## src/rtl/nn_mac_vector_unit.sv

```systemverilog
// nn_mac_vector_unit: LANES-wide signed multiply-accumulate neuron.
// Each beat carries LANES weight/input pairs. The products are registered
// (P1), reduced to one beat partial (P2) and added into the accumulator
// (P3). When the vector's last beat leaves P3, the clamped result is loaded
// into the output register. One vector is in flight at a time.
// Optional build macro: NN_MAC_RELU_EN (ReLU after saturation).

// Per-lane multiplier: one full-precision signed product, registered.
module nn_mac_lane #(
  parameter int DATA_W = 8
) (
  input  logic                       clk,
  input  logic                       reset_n,
  input  logic                       en,
  input  logic signed [DATA_W-1:0]   w,
  input  logic signed [DATA_W-1:0]   x,
  output logic signed [2*DATA_W-1:0] prod
);
  // Capture the product when a beat is accepted.
  always_ff @(posedge clk or negedge reset_n) begin
    if (!reset_n) prod <= '0;
    else if (en)  prod <= w * x;
  end
endmodule

module nn_mac_vector_unit #(
  parameter int LANES  = 4,
  parameter int DATA_W = 8,
  parameter int OUT_W  = 16,
  parameter int ACC_W  = 32
) (
  input  logic                      clk,
  input  logic                      reset_n,
  input  logic                      in_valid,
  output logic                      in_ready,
  input  logic                      in_last,
  input  logic [LANES*DATA_W-1:0]   weights,
  input  logic [LANES*DATA_W-1:0]   inputs,
  output logic                      out_valid,
  input  logic                      out_ready,
  output logic [OUT_W-1:0]          out_data,
  output logic                      out_sat
);
  localparam int PROD_W = 2 * DATA_W;
  // vld_pipe[0]: products valid, [1]: partial valid, [2]: accumulator updated
  localparam int STAGES = 2;

  localparam logic [1:0] ACCUM  = 2'd0;
  localparam logic [1:0] DRAIN  = 2'd1;
  localparam logic [1:0] OUTPUT = 2'd2;

  localparam logic signed [ACC_W-1:0] SMAX = {{(ACC_W-OUT_W+1){1'b0}}, {(OUT_W-1){1'b1}}};
  localparam logic signed [ACC_W-1:0] SMIN = {{(ACC_W-OUT_W+1){1'b1}}, {(OUT_W-1){1'b0}}};

  logic [1:0]                     state;
  logic                           accept;
  logic                           fin;
  logic [STAGES:0]                vld_pipe;
  logic [STAGES:0]                last_pipe;
  logic [LANES-1:0][PROD_W-1:0]   prod;
  logic signed [ACC_W-1:0]        psum;
  logic signed [ACC_W-1:0]        partial;
  logic signed [ACC_W-1:0]        acc;
  logic                           sat_hi;
  logic                           sat_lo;
  logic [OUT_W-1:0]               clamped;
  logic [OUT_W-1:0]               result;

  assign in_ready  = reset_n && (state == ACCUM);
  assign accept    = in_valid && in_ready;
  assign out_valid = (state == OUTPUT);
  // Final sum sits in acc once the last beat has cleared P3.
  assign fin       = vld_pipe[STAGES] && last_pipe[STAGES];

  genvar g;
  generate
    for (g = 0; g < LANES; g++) begin : g_lane
      nn_mac_lane #(.DATA_W(DATA_W)) u_lane (
        .clk     (clk),
        .reset_n (reset_n),
        .en      (accept),
        .w       (weights[g*DATA_W +: DATA_W]),
        .x       (inputs[g*DATA_W +: DATA_W]),
        .prod    (prod[g])
      );
    end
  endgenerate

  // Sign-extend every product to ACC_W and reduce to one beat partial.
  always_comb begin
    psum = '0;
    for (int l = 0; l < LANES; l++)
      psum = psum + {{(ACC_W-PROD_W){prod[l][PROD_W-1]}}, prod[l]};
  end

  // Beat valid / last flags travel alongside the data.
  always_ff @(posedge clk or negedge reset_n) begin
    if (!reset_n) begin
      vld_pipe  <= '0;
      last_pipe <= '0;
    end else begin
      vld_pipe  <= {vld_pipe[STAGES-1:0], accept};
      last_pipe <= {last_pipe[STAGES-1:0], accept && in_last};
    end
  end

  // P2 partial register and P3 accumulator; acc clears as the result loads.
  always_ff @(posedge clk or negedge reset_n) begin
    if (!reset_n) begin
      partial <= '0;
      acc     <= '0;
    end else begin
      if (vld_pipe[0]) partial <= psum;
      if (fin)              acc <= '0;
      else if (vld_pipe[1]) acc <= acc + partial;
    end
  end

  // Clamp the accumulator into the OUT_W signed range.
  always_comb begin
    sat_hi  = acc > SMAX;
    sat_lo  = acc < SMIN;
    clamped = acc[OUT_W-1:0];
    if (sat_hi)      clamped = {1'b0, {(OUT_W-1){1'b1}}};
    else if (sat_lo) clamped = {1'b1, {(OUT_W-1){1'b0}}};
  end

`ifdef NN_MAC_RELU_EN
  // Negative results are zeroed after saturation; out_sat is unaffected.
  always_comb begin
    result = clamped[OUT_W-1] ? '0 : clamped;
  end
`else
  // Plain signed saturated output.
  always_comb begin
    result = clamped;
  end
`endif

  // Output register holds its value from load until the next load.
  always_ff @(posedge clk or negedge reset_n) begin
    if (!reset_n) begin
      out_data <= '0;
      out_sat  <= 1'b0;
    end else if (fin) begin
      out_data <= result;
      out_sat  <= sat_hi || sat_lo;
    end
  end

  // Vector framing: accumulate, drain the pipeline, hold the result.
  always_ff @(posedge clk or negedge reset_n) begin
    if (!reset_n) state <= ACCUM;
    else begin
      case (state)
        ACCUM:   if (accept && in_last) state <= DRAIN;
        DRAIN:   if (fin)               state <= OUTPUT;
        OUTPUT:  if (out_ready)         state <= ACCUM;
        default:                        state <= ACCUM;
      endcase
    end
  end
endmodule

```

## config.mk

```make
export PLATFORM = sky130hd
export DESIGN_NAME = nn_mac_vector_unit
export DESIGN_NICKNAME = d
export VERILOG_FILES = /design/src/rtl/nn_mac_vector_unit.sv
export SDC_FILE = /design/constraint.sdc
export NUM_CORES = 1
export LEC_CHECK = 0
export CAP_MARGIN = 40
export CORE_MARGIN = 2
export CORE_UTILIZATION = 55
export CTS_BUF_LIST = sky130_fd_sc_hd__clkbuf_8
export DETAILED_ROUTE_END_ITERATION = 10
export PLACE_DENSITY = 0.77
export RECOVER_POWER = 50
export REMOVE_ABC_BUFFERS = 1
export SLEW_MARGIN = 10
export SYNTH_ARGS = -nofsm -noshare
export SYNTH_HDL_FRONTEND = slang
export SYNTH_SLANG_ARGS = --single-unit
```

## constraint.sdc

```tcl
create_clock -name clk -period 3.72 [get_ports clk]
set_input_delay 0.372 -clock clk [delete_from_list [all_inputs] [get_ports clk]]
set_output_delay 0.372 -clock clk [all_outputs]
set_load 0.01 [all_outputs]
```

## Word-level counts from Yosys, hierarchy flattened

Index checks and enable logic that the tools add are counted.
Widths: inputs -> output; s select.

| cells by class | value |
|---|---|
| add/subtract/negate cells | 4 |
| reductions and logical operators | 8 |
| multipliers | 4 |
| muxes and demuxes | 8 |
| $lt $le $gt $ge | 2 |
| equal/unequal tests | 5 |

Operator list:

| operator | count |
|---|---|
| $mul 8x8->16 | 4 |
| $mux 32 | 2 |
| $add 32x32->32 | 1 |
| $gt 32x16->1 const B | 1 |
| $lt 32x16->1 const B | 1 |
| $mux 16 | 2 |
| $add 18x16->19 | 1 |
| $add 17x16->18 | 1 |
| $add 16x16->17 | 1 |
| $mux 2 | 3 |
| $pmux 2 s3 | 1 |
| $logic_and 1x1->1 | 4 |
| $ne 2x1->1 const B | 2 |
| $reduce_and 3->1 | 1 |
| $eq 2x1->1 const B | 1 |
| $eq 2x2->1 const B | 1 |
| $logic_not 2->1 | 1 |
| $ne 2x2->1 const B | 1 |
| $reduce_bool 2->1 | 1 |
| $logic_or 1x1->1 | 1 |

| word-level totals | value |
|---|---|
| flip-flop bits (word level) | 153 |
| input bits | 69 |
| output and inout port bits | 19 |
| logic and storage cells | 42 |

## Depth between registers and ports, before layout

| logic depth | value |
|---|---|
| word-level depth | 6 |
| gate-level depth with buffers | 19 |
| gate-level depth less buffers | 19 |

## Hierarchy

A second synthesis with hierarchy kept.

| second synthesis, totals | value |
|---|---|
| cells, all modules | 2062 |
| area total of the unflattened synthesis | 19134.6 um^2 |

Modules (own cells, without submodules):

| module | area each (um^2) | instances | seq. area each (um^2) | cells an instance |
|---|---|---|---|---|
| nn_mac_vector_unit | 6417.4 | 1 | 1901.8 | 725 |
| nn_mac_lane (g_lane[2].u_lane) | 3198.1 | 1 | 400.4 | 334 |
| nn_mac_lane (g_lane[1].u_lane) | 3188.1 | 1 | 400.4 | 336 |
| nn_mac_lane (g_lane[0].u_lane) | 3168.0 | 1 | 400.4 | 336 |
| nn_mac_lane (g_lane[3].u_lane) | 3163.0 | 1 | 400.4 | 331 |

## Worst setup path after synthesis

No wires, ideal clock.

| timing path | value |
|---|---|
| path kind | input to register |
| from | input port inputs[12] |
| to | register g_lane[1].u_lane.prod[14] |
| stages on the path | 17 |
| slack | -0.731 ns |
| library setup time | 0.133 ns |
| arrival | 4.318 ns |
| required time | 3.587 ns |
| cell sequence | and2_1 fa_1 fa_1 inv_1 fa_1 fa_1 inv_1 ha_1 a21o_1 a21oi_1 o21bai_1 a21oi_1 o21bai_1 a211o_1 a31oi_1 xor2_1 o21ai_0 |

| on the way | value |
|---|---|
| cells in the longest elaborated chain, start to end | 1 |

Ends and longest elaborated chain:

| what | line | text |
|---|---|---|
| start: declaration | 38 | `input logic [LANES*DATA_W-1:0] inputs,` |
| $mul 8x8->16 | 22 | `else if (en) prod <= w * x;` |
| end signal: assignment | 22 |  |
| end: declaration | 17 | `output logic signed [2*DATA_W-1:0] prod` |

Every way passes these cells.
A chain may end at the register's enable or synchronous reset.

## Worst setup path in the final report

| timing path | value |
|---|---|
| from | input port weights[3] |
| to | register g_lane[0].u_lane.prod[14] |

| on the way | value |
|---|---|
| cells in the longest elaborated chain, start to end | 1 |

Ends and longest elaborated chain:

| what | line | text |
|---|---|---|
| start: declaration | 37 | `input logic [LANES*DATA_W-1:0] weights,` |
| $mul 8x8->16 | 22 |  |
| end signal: assignment | 22 |  |
| end: declaration | 17 |  |

Every way passes these cells.

==> flow_summary.json <==
{
  "synth_flop_cell": "dfrtp_1",
  "worstReg2RegEnd": "partial[17]",
  "die_x_um": 184,
  "gr-usage-all-layers_pct": 27.0,
  "finalSetupViolCount": 24,
  "clockBufferDepth": 2,
  "synth_seq_area_share_pct": 19.6,
  "p_per_area_nw_per_um2": 970,
  "cts-root-buf": "clkbuf_8",
  "firstDrtPassIters": 6,
  "final.setup.tns_ns": -4.52,
  "end_kind": "flop",
  "hold_viol": 0,
  "dr_total_vias": 14800,
  "gp_congestion": 0.923,
  "worstSkewPairLatency_ns": 0.46,
  "io_pins": 88,
  "reg2reg_setup_slack_ns": -0.06,
  "timing.final.ws_setup_ns": -0.356,
  "final_cell_mix": "inv_1, buf_4, fa_1, nand2_1, dfrtp_1",
  "report.power.total_mw": 22.7,
  "cp-start-kind": "input pin",
  "hold_depth": 0,
  "path_max_fanout": 5,
  "finalCritPeriodShare_pct": 110,
  "wl_per_cell_um": 16.9,
  "leakage_nw": 11.5,
  "grt_max_degree": 105,
  "yosys_warnings": 0,
  "tightest_slew_ns": 1.67,
  "synth.distinct_cells": 54,
  "async_flop_share_pct": 100,
  "critPathRequiredTime_ns": 4.08,
  "drive_gt1_share_pct": 31.2,
  "fill_cells": 2039,
  "dieArea_um2": 34000,
  "antenna_found_initial": 1,
  "grt_pass1_vias": 15600,
  "layout_commonest_cell": "inv_1",
  "min_to": "last_pipe[1]",
  "routed_wl_um": 46400,
  "hp-start": "last_pipe[0]",
  "rsz0062_at_grt": "yes",
  "timing.fmax_ghz": 0.245,
  "slew_headroom_pct": -11.5,
  "vias_per_cell": 5.40,
  "cap_violations": 1,
  "clock_skew_ns": 0.0125,
  "overflow": 0,
  "r2r-start": "g_lane[0].u_lane.prod[1]",
  "violations": "max-capacitance violations, max-slew violations, negative setup slack",
  "synth-edff-count": 0,
  "outcome": "finished with violations",
  "die_height_um": 184,
  "coreArea_um2": 32300,
  "syn-cell-area_um2": 17900,
  "arrival_ns": 4.43,
  "path_clk_slew_ns": 0.08,
  "syn_area_per_cell_um2": 9.37,
  "drc": 0,
  "cts_tree": "done",
  "syn_inst": 1908,
  "critPathKind": "input pin to flop",
  "worstRegToRegCells": 14,
  "numClockSinks": 140,
  "final_antenna_net_count": 0,
  "rows": 66,
  "peakVddDrop_mv": 0.818,
  "maxSlewViolCount": 29,
  "port_buffers": 87,
  "fin_nets": 2777,
  "place.detailed.hpwl_um": 32200,
  "drt_iter0_markers": 848,
  "grt_pass1_wl_um": 74000,
  "h-tree-depth": 4,
  "numCtsBuffers": 17,
  "min_period_ns": 4.08,
  "start_util_pct": 55.4,
  "ys_ff_latch": 140,
  "hold_class": "flop to flop",
  "syn_to_final_growth_pct": 30.8
}
==> synthesized netlist by cell type (18+ instances only) <==
library cell / number / area share (%)
clkbuf_1: 24 / 0.50
nand2_1: 190 / 4.0
mux2i_1: 21 / 1.2
nor2_1: 85 / 1.8
and2_1: 177 / 6.2
nor2b_1: 40 / 1.4
nor3_1: 18 / 0.50
dfrtp_1: 140 / 20
xnor2_1: 62 / 3.0
nand3_1: 23 / 0.64
inv_1: 343 / 7.2
fa_1: 254 / 28
ha_1: 165 / 12
xor2_1: 30 / 1.5
o21ai_0: 75 / 2.1
a21oi_1: 55 / 1.5
a21o_1: 21 / 0.88
==> worst max-delay path by stage <==
stage                           from                   endpoint  slack, ns  cells past startpoint
after CTS                 weights[5]  g_lane[0].u_lane.prod[14]      -0.37                     19
final                     weights[3]  g_lane[0].u_lane.prod[14]      -0.36                     19
after global routing      weights[1]  g_lane[0].u_lane.prod[14]      -0.47                     21
after detailed placement  weights[5]  g_lane[0].u_lane.prod[14]      -1.61                     19
after global placement    weights[5]  g_lane[0].u_lane.prod[14]      -1.40                     19
after floorplan           inputs[12]  g_lane[1].u_lane.prod[14]      -0.81                     17
==> routing by layer <==
metal  vias to the layer above  wire [um]  track usage [%]
li1                       6829          -                -
met1                      7325      18500             33.8
met2                       496      24300             49.4
met3                       155       1870             2.92
met4                         0       1730             7.58
met5                         -          0                0
==> cell families (layout without fill, tap and decap cells) <==
kind of cell | count (synthesis) | after routing | share of synthesized area, %
xor gates and xnor gates | 92 | 92 | 4.51
buffers and inverters | 373 | 766 | 7.83
AOI/OAI and AO/OA | 251 | 251 | 9.01
and+or+nand+nor | 595 | 595 | 16.8
DFF | 140 | 140 | 19.6
other | 0 | 1 | 0
adders and majority gates | 419 | 419 | 40.0
muxes | 38 | 38 | 2.25
==> sequential cells by signal, summed over array words and instances (netlist names) <==
register	cells
g_lane.u_lane.prod	64
out_sat	1
vld_pipe	3
acc	32
partial	19
last_pipe	3
out_data	16
state	2
==> cell type report <==
cell class                      count  area, um2  share of cell area (%)
Multi-Input combinational cell   1395      14300                    61.2
Sequential cell                   140       3500                    15.0
Timing Repair Buffer              390       3300                    14.1
Inverter                          345       1300                    5.56
Tap cell                          442        553                    2.36
Clock buffer                       19        262                    1.12
Clock inverter                     12        159                   0.680
Antenna cell                        1       2.50                  0.0107
==> critical path, stage by stage <==
cell and delay (ns):
buf_6 0.10, buf_6 0.12, and2_4 0.15, fa_1 0.47
ha_1 0.30, inv_2 0.04, fa_1 0.50, fa_1 0.56
inv_2 0.06, ha_4 0.25, nor2b_4 0.14, o21ai_4 0.16
a21boi_4 0.08, o21ai_2 0.18, a21oi_2 0.10, o21ai_2 0.18
a211oi_2 0.10, or3_1 0.32, a31o_2 0.25
==> metrics by stage <==
stage | utilization, % | hold slack (ns) | std cells | instance area (um2) | worst slack [ns]
6_report | 72.4 | 0.348 | 2744 | 23400 | -0.356
5_1_grt | 72.4 | 0.320 | 2744 | 23400 | -0.472
4_1_cts | 70.4 | 0.347 | 2713 | 22700 | -0.368
3_5_place_dp | 64.9 | 0.308 | 2641 | 21000 | -1.61
3_3_place_gp | 64.8 | 0.305 | 2639 | 20900 | -1.40
2_1_floorplan | - | 0.0764 | 1880 | 17800 | -0.811
==> repair_timing <==
item	4_1_cts	5_1_grt
hold buffers	1	0
buffers inserted	46	32
resized for setup	585	125
pin swaps	224	122
hold endpoints to repair	40	0
gates cloned	0	0
endpoints found under the setup margin	41	29
==> power breakdown <==
part / switching, mW / internal [mW]
combinational: 9.45 / 9.01
sequential: 0.698 / 2.21
clock: 0.611 / 0.703
Power figures use the tool's default switching activity.
